File: config.mk
export PLATFORM = sky130hd
export DESIGN_NAME = mem_arbiter_flat
export DESIGN_NICKNAME = d
export VERILOG_FILES = /design/src/rtl/mem_arbiter_if.sv /design/src/rtl/mem_arbiter.sv /design/src/flat_wrapper.sv
export SDC_FILE = /design/constraint.sdc
export NUM_CORES = 1
export LEC_CHECK = 0
export BUFFER_PORTS_ARGS = -buffer_cell sky130_fd_sc_hd__buf_2
export CAP_MARGIN = 25
export CORE_UTILIZATION = 23
export CTS_CLUSTER_DIAMETER = 50
export CTS_CLUSTER_SIZE = 25
export DETAILED_ROUTE_END_ITERATION = 8
export GPL_ROUTABILITY_DRIVEN = 0
export SETUP_SLACK_MARGIN = 0.1
export SYNTH_ARGS = -nofsm -noshare
export SYNTH_HDL_FRONTEND = slang
export SYNTH_SLANG_ARGS = --single-unit
File: constraint.sdc
create_clock -name clk -period 6.65 [get_ports clk]
set_input_delay 0.9975 -clock clk [delete_from_list [all_inputs] [get_ports clk]]
set_output_delay 0.9975 -clock clk [all_outputs]
set_load 0.02 [all_outputs]
File: src/rtl/mem_arbiter_if.sv
// Signal bundle for mem_arbiter: fetch and load/store request ports, shared response, memory port.
// master is the arbiter's view; slave is the surrounding system's view.
interface mem_arbiter_if;
  logic        if_req_valid;
  logic        if_req_ready;
  logic [31:0] if_req_addr;
  logic        if_rsp_valid;

  logic        ls_req_valid;
  logic        ls_req_ready;
  logic [31:0] ls_req_addr;
  logic        ls_req_wen;
  logic [31:0] ls_req_wdata;
  logic [3:0]  ls_req_wmask;
  logic        ls_rsp_valid;

  logic [31:0] rsp_data;
  logic        rsp_err;

  logic        mem_req_valid;
  logic        mem_req_ready;
  logic [31:0] mem_req_addr;
  logic        mem_req_wen;
  logic [31:0] mem_req_wdata;
  logic [3:0]  mem_req_wmask;
  logic        mem_rsp_valid;
  logic [31:0] mem_rsp_data;

  modport master (
    input  if_req_valid, if_req_addr,
    input  ls_req_valid, ls_req_addr, ls_req_wen, ls_req_wdata, ls_req_wmask,
    input  mem_req_ready, mem_rsp_valid, mem_rsp_data,
    output if_req_ready, if_rsp_valid, ls_req_ready, ls_rsp_valid,
    output rsp_data, rsp_err,
    output mem_req_valid, mem_req_addr, mem_req_wen, mem_req_wdata, mem_req_wmask
  );

  modport slave (
    output if_req_valid, if_req_addr,
    output ls_req_valid, ls_req_addr, ls_req_wen, ls_req_wdata, ls_req_wmask,
    output mem_req_ready, mem_rsp_valid, mem_rsp_data,
    input  if_req_ready, if_rsp_valid, ls_req_ready, ls_rsp_valid,
    input  rsp_data, rsp_err,
    input  mem_req_valid, mem_req_addr, mem_req_wen, mem_req_wdata, mem_req_wmask
  );
endinterface

File: src/rtl/mem_arbiter.sv
// Round-robin arbiter sharing one memory port between fetch and load/store units,
// one transaction in flight, with a WAIT-state timeout that returns an error response.
module mem_arbiter #(
  parameter int TIMEOUT = 16
) (
  input  logic          clk,
  input  logic          rst,
  mem_arbiter_if.master bus
);

  typedef enum logic [1:0] {IDLE, REQ, WAIT, RESP} state_t;

  localparam logic [7:0] LAST_COUNT = 8'(TIMEOUT - 1);

  state_t      state;
  state_t      state_next;
  logic        owner_ls;
  logic        last_ls;
  logic [7:0]  count;
  logic        grant_if;
  logic        grant_ls;
  logic        capture_rsp;
  logic        timeout_hit;

  logic [31:0] req_addr;
  logic        req_wen;
  logic [31:0] req_wdata;
  logic [3:0]  req_wmask;
  logic [31:0] rsp_data;
  logic        rsp_err;

  // On a tie the requester that did not win last time gets the port.
  always_comb begin
    grant_if = 1'b0;
    grant_ls = 1'b0;
    if (state == IDLE) begin
      if (bus.if_req_valid && bus.ls_req_valid) begin
        grant_if = last_ls;
        grant_ls = !last_ls;
      end else begin
        grant_if = bus.if_req_valid;
        grant_ls = bus.ls_req_valid;
      end
    end
  end

  always_comb begin
    state_next  = state;
    capture_rsp = 1'b0;
    timeout_hit = 1'b0;
    case (state)
      IDLE: if (grant_if || grant_ls) state_next = REQ;
      REQ: begin
        if (bus.mem_req_ready) begin
          if (bus.mem_rsp_valid) begin
            capture_rsp = 1'b1;
            state_next  = RESP;
          end else begin
            state_next = WAIT;
          end
        end
      end
      WAIT: begin
        if (bus.mem_rsp_valid) begin
          capture_rsp = 1'b1;
          state_next  = RESP;
        end else if (count == LAST_COUNT) begin
          timeout_hit = 1'b1;
          state_next  = RESP;
        end
      end
      RESP: state_next = IDLE;
      default: state_next = IDLE;
    endcase
  end

  always_ff @(posedge clk or posedge rst) begin
    if (rst) begin
      state     <= IDLE;
      count     <= 8'd0;
      last_ls   <= 1'b1;
      owner_ls  <= 1'b0;
      req_addr  <= 32'd0;
      req_wen   <= 1'b0;
      req_wdata <= 32'd0;
      req_wmask <= 4'd0;
      rsp_data  <= 32'd0;
      rsp_err   <= 1'b0;
    end else begin
      state <= state_next;
      count <= (state == WAIT) ? count + 8'd1 : 8'd0;

      // Fetches are always reads, so the write fields are forced to zero.
      if (grant_if) begin
        req_addr  <= bus.if_req_addr;
        req_wen   <= 1'b0;
        req_wdata <= 32'd0;
        req_wmask <= 4'd0;
        owner_ls  <= 1'b0;
        last_ls   <= 1'b0;
      end else if (grant_ls) begin
        req_addr  <= bus.ls_req_addr;
        req_wen   <= bus.ls_req_wen;
        req_wdata <= bus.ls_req_wdata;
        req_wmask <= bus.ls_req_wmask;
        owner_ls  <= 1'b1;
        last_ls   <= 1'b1;
      end

      if (capture_rsp) begin
        rsp_data <= bus.mem_rsp_data;
        rsp_err  <= 1'b0;
      end else if (timeout_hit) begin
        rsp_data <= 32'd0;
        rsp_err  <= 1'b1;
      end
    end
  end

  assign bus.if_req_ready  = grant_if;
  assign bus.ls_req_ready  = grant_ls;
  assign bus.mem_req_valid = (state == REQ);
  assign bus.mem_req_addr  = req_addr;
  assign bus.mem_req_wen   = req_wen;
  assign bus.mem_req_wdata = req_wdata;
  assign bus.mem_req_wmask = req_wmask;
  assign bus.if_rsp_valid  = (state == RESP) && !owner_ls;
  assign bus.ls_rsp_valid  = (state == RESP) && owner_ls;
  assign bus.rsp_data      = rsp_data;
  assign bus.rsp_err       = rsp_err;

endmodule

File: src/flat_wrapper.sv
// flat-port wrapper written by rule: the top's interface ports become plain ports
module mem_arbiter_flat 
#(
  parameter int TIMEOUT = 16
)
  (clk, rst, bus_if_req_valid, bus_if_req_addr, bus_ls_req_valid, bus_ls_req_addr, bus_ls_req_wen, bus_ls_req_wdata, bus_ls_req_wmask, bus_mem_req_ready, bus_mem_rsp_valid, bus_mem_rsp_data, bus_if_req_ready, bus_if_rsp_valid, bus_ls_req_ready, bus_ls_rsp_valid, bus_rsp_data, bus_rsp_err, bus_mem_req_valid, bus_mem_req_addr, bus_mem_req_wen, bus_mem_req_wdata, bus_mem_req_wmask);
  mem_arbiter_if bus_i ();
  input  logic clk;
  input  logic rst;
  input wire logic [$bits(bus_i.if_req_valid)-1:0] bus_if_req_valid;
  input wire logic [$bits(bus_i.if_req_addr)-1:0] bus_if_req_addr;
  input wire logic [$bits(bus_i.ls_req_valid)-1:0] bus_ls_req_valid;
  input wire logic [$bits(bus_i.ls_req_addr)-1:0] bus_ls_req_addr;
  input wire logic [$bits(bus_i.ls_req_wen)-1:0] bus_ls_req_wen;
  input wire logic [$bits(bus_i.ls_req_wdata)-1:0] bus_ls_req_wdata;
  input wire logic [$bits(bus_i.ls_req_wmask)-1:0] bus_ls_req_wmask;
  input wire logic [$bits(bus_i.mem_req_ready)-1:0] bus_mem_req_ready;
  input wire logic [$bits(bus_i.mem_rsp_valid)-1:0] bus_mem_rsp_valid;
  input wire logic [$bits(bus_i.mem_rsp_data)-1:0] bus_mem_rsp_data;
  output wire logic [$bits(bus_i.if_req_ready)-1:0] bus_if_req_ready;
  output wire logic [$bits(bus_i.if_rsp_valid)-1:0] bus_if_rsp_valid;
  output wire logic [$bits(bus_i.ls_req_ready)-1:0] bus_ls_req_ready;
  output wire logic [$bits(bus_i.ls_rsp_valid)-1:0] bus_ls_rsp_valid;
  output wire logic [$bits(bus_i.rsp_data)-1:0] bus_rsp_data;
  output wire logic [$bits(bus_i.rsp_err)-1:0] bus_rsp_err;
  output wire logic [$bits(bus_i.mem_req_valid)-1:0] bus_mem_req_valid;
  output wire logic [$bits(bus_i.mem_req_addr)-1:0] bus_mem_req_addr;
  output wire logic [$bits(bus_i.mem_req_wen)-1:0] bus_mem_req_wen;
  output wire logic [$bits(bus_i.mem_req_wdata)-1:0] bus_mem_req_wdata;
  output wire logic [$bits(bus_i.mem_req_wmask)-1:0] bus_mem_req_wmask;
  assign bus_i.if_req_valid = bus_if_req_valid;
  assign bus_i.if_req_addr = bus_if_req_addr;
  assign bus_i.ls_req_valid = bus_ls_req_valid;
  assign bus_i.ls_req_addr = bus_ls_req_addr;
  assign bus_i.ls_req_wen = bus_ls_req_wen;
  assign bus_i.ls_req_wdata = bus_ls_req_wdata;
  assign bus_i.ls_req_wmask = bus_ls_req_wmask;
  assign bus_i.mem_req_ready = bus_mem_req_ready;
  assign bus_i.mem_rsp_valid = bus_mem_rsp_valid;
  assign bus_i.mem_rsp_data = bus_mem_rsp_data;
  assign bus_if_req_ready = bus_i.if_req_ready;
  assign bus_if_rsp_valid = bus_i.if_rsp_valid;
  assign bus_ls_req_ready = bus_i.ls_req_ready;
  assign bus_ls_rsp_valid = bus_i.ls_rsp_valid;
  assign bus_rsp_data = bus_i.rsp_data;
  assign bus_rsp_err = bus_i.rsp_err;
  assign bus_mem_req_valid = bus_i.mem_req_valid;
  assign bus_mem_req_addr = bus_i.mem_req_addr;
  assign bus_mem_req_wen = bus_i.mem_req_wen;
  assign bus_mem_req_wdata = bus_i.mem_req_wdata;
  assign bus_mem_req_wmask = bus_i.mem_req_wmask;
  mem_arbiter #(.TIMEOUT(TIMEOUT)) u_core (.clk(clk), .rst(rst), .bus(bus_i));
endmodule
==> flow_metrics.tcl <==
set metrics [dict create \
    total_power_mw 3.54 \
    cp-start-kind "flip-flop" \
    final_common_cell "buf_2" \
    synth_area_leaders "dfrtp_1 62%, a22o_1 13%, mux2i_1 7.0%, o21ai_1 3.7%, nand2_1 3.0%" \
    postCtsResizedCells 0 \
    syn_nets 507 \
    grt_pass1_vias 3586 \
    worstPathRequired_ps 5650 \
    path_clk_slew_ps 60 \
    intPower_mw 2.19 \
    reg2reg_from "u_core.state[0]$_DFFE_PP0P_" \
    crit_path_end_kind "output port" \
    post_cts_buffers 0 \
    syn_to_final_growth_pct 47.1 \
    skew_ps 9.13 \
    clockRootBuffer "clkbuf_16" \
    swShare_pct 38.3 \
    pwr-share-seq_pct 33.0 \
    drc 0 \
    cts_tree "done" \
    fp.coreArea_um2 19500 \
    gr-usage-all-layers_pct 12.5 \
    status "finished clean" \
    synth_top_area_share_pct 61.7 \
    irDropWorstVdd_mv 0.183 \
    crit_type "flip-flop to output port" \
    grt_overflow 0 \
    regArea_um2 2850 \
    dr.pass1.iters 4 \
    fin_area_um2 6740 \
    die_w_um 143 \
    max_cap_viol_count 0 \
    arrival_ps 2230 \
    tightest_slew_ps 918 \
    postCtsHoldBufs 0 \
    placedCellCount 854 \
    utilization_pct 34.6 \
    clkLatencyLatePin_ps 410 \
    start_util_pct 23.5 \
    dieArea_um2 20500 \
    ios 246 \
    postPlaceCellArea_um2 6100 \
    avgRoutedWirePerCell_um 14.0 \
    timing.rr.end "u_core.bus.mem_req_wdata[21]$_DFFE_PP0P_" \
    hold_slack_ps 477 \
    min_period_ps 3230 \
    cp-startpoint "u_core.state[0]$_DFFE_PP0P_" \
    syn-cell-area_um2 4580 \
    finalHoldViolCount 0 \
    critPathMaxFanout 40 \
    hold_class "flip-flop to flip-flop" \
    stdcell_count 886 \
    p_clk_share_pct 27.8 \
    rows 51 \
    seq_area_frac_synth_pct 62.3 \
    rsz0062_at_grt "false" \
    finalNetCount 753 \
    p_sw_mw 1.35 \
    antenna_cells 0 \
    fin_ws_ps 3420 \
    fp.dieH_um 143 \
    drtIter0Drc 85 \
    dp_hpwl_mm 8.67 \
    yosys.cell_types.count 34 \
    multi_input_area_um2 1620 \
    synth.avg_cell_area_um2 12.7 \
    crit_end "bus_ls_req_ready" \
    maxSlewViolCount 0 \
    fillers 1959 \
    syn_inst 362 \
    wirelength_mm 12.4 \
    antenna_found_initial 0 \
    cts.sinks 114 \
    fmax_ghz 0.310 \
    p_leak_nw 3.73 \
    drive_above_1_share_pct 47.5 \
    worst-r2r-setup-slack_ps 4510 \
    final_cell_mix "245 x buf_2, 113 x dfrtp_1, 69 x a22o_1, 36 x nand2_1, 33 x o21ai_1" \
    grt_max_degree 93 \
    setup_violations 0 \
    worst_r2r_path_depth 5 \
    relSlewSlack_pct 38.8 \
    dp_slack_ps 3580 \
    ys_warn_count 0 \
    yosysTopAreaCell "dfrtp_1" \
    viasPerCell 4.19 \
    cts_buffers 17 \
    power_density_nw_per_um2 525 \
    combinationalPowerShare_pct 39.2 \
    timing.final.crit_share_pct 48.6 \
    cts_buffer_depth 2 \
    htreeDepth 4 \
    port_buffers 245 \
    ys_ff_latch 114 \
    grt_pass1_wl_mm 19.0 \
    fin_setup_tns_ps 0 \
    vias 3714 \
    ant_nets 0 \
]
[power groups by stage]
| stage | combinational (mW) | clock (mW) | sequential, mW |
|---|---|---|---|
| after floorplan | 0.568 | 0 | 1.52 |
| after global placement | 1.40 | 0 | 1.17 |
| after detailed placement | 1.42 | 0 | 1.17 |
| after CTS | 1.41 | 1.02 | 1.17 |
| after global routing | 1.52 | 1.05 | 1.21 |
| final | 1.39 | 0.984 | 1.17 |
[synth_stat cells]
master / n
and2_1: 7
nor2b_1: 4
a31o_1: 1
nor2_2: 2
nand3_1: 2
or3_1: 1
xnor2_1: 4
mux2i_1: 32
inv_1: 3
and4_1: 1
a21o_1: 2
clkbuf_1: 16
a31oi_1: 2
a21oi_1: 4
buf_6: 3
nand4_1: 1
nor2_1: 3
o21ai_1: 34
dfrtp_1: 113
a21boi_1: 1
buf_2: 3
or2_2: 1
ha_1: 6
dfstp_2: 1
or4_4: 1
o21ai_0: 1
a211oi_1: 1
nand2_1: 36
inv_2: 2
nor3b_2: 1
o211ai_2: 1
a22o_1: 69
xor2_1: 1
buf_1: 2
[logic make-up after synthesis]
kind of cell	synth area share (%)
buffers and inverters	2.95
AND/OR/NAND/NOR	6.31
AO/OA/AOI/OAI	18.8
multiplexers	6.99
adder cells (fa/ha/maj)	1.64
XOR/XNOR	0.956
flip-flops	62.3
[layout make-up]
class,count,share of cell area [%]
timing repair buffer,251,18.9
multi-input combinational,219,24.1
inverter,5,0.316
tap,265,4.92
clock buffer,18,6.52
sequential,114,42.4
clock inverter,14,2.95
[worst min path at each step]
stage,depth (start not counted),slack (ps),startpoint,to
6_report,2,480,u_core.bus.mem_req_addr[16]$_DFFE_PP0P_,u_core.bus.mem_req_addr[16]$_DFFE_PP0P_
5_1_grt,1,510,u_core.bus.mem_req_wdata[2]$_DFFE_PP0P_,u_core.bus.mem_req_wdata[2]$_DFFE_PP0P_
4_1_cts,2,480,u_core.bus.mem_req_addr[7]$_DFFE_PP0P_,u_core.bus.mem_req_addr[7]$_DFFE_PP0P_
3_5_place_dp,2,470,u_core.bus.mem_req_addr[7]$_DFFE_PP0P_,u_core.bus.mem_req_addr[7]$_DFFE_PP0P_
3_3_place_gp,2,460,u_core.bus.mem_req_addr[16]$_DFFE_PP0P_,u_core.bus.mem_req_addr[16]$_DFFE_PP0P_
2_1_floorplan,1,440,u_core.count[0]$_DFF_PP0_,u_core.count[0]$_DFF_PP0_
[flip-flops by register name, summed over array words and instances (netlist names)]
name,cells
u_core.bus.rsp_data,32
u_core.bus.mem_req_wmask,4
u_core.count,8
u_core.bus.mem_req_wdata,32
u_core.bus.rsp_err,1
u_core.last_ls,1
u_core.owner_ls,1
u_core.state,2
u_core.bus.mem_req_addr,32
u_core.bus.mem_req_wen,1
[worst max-delay path, cell delays in order, from the launching register on]
cell and delay (ps):
dfrtp_1 410, inv_1 140, ha_1 330, nand2_1 140
a21oi_4 120, buf_4 400, buf_2 250
[routing by layer]
layer | vias up | global-route usage [%] | share of wire [%]
met5 | - | 0 | 0
met4 | 0 | 5.09 | 1.3
met3 | 12 | 5.06 | 8.7
met2 | 153 | 20.0 | 47
met1 | 1738 | 14.8 | 43
li1 | 1811 | - | -
Note: power is estimated with default switching activity, not from simulation.
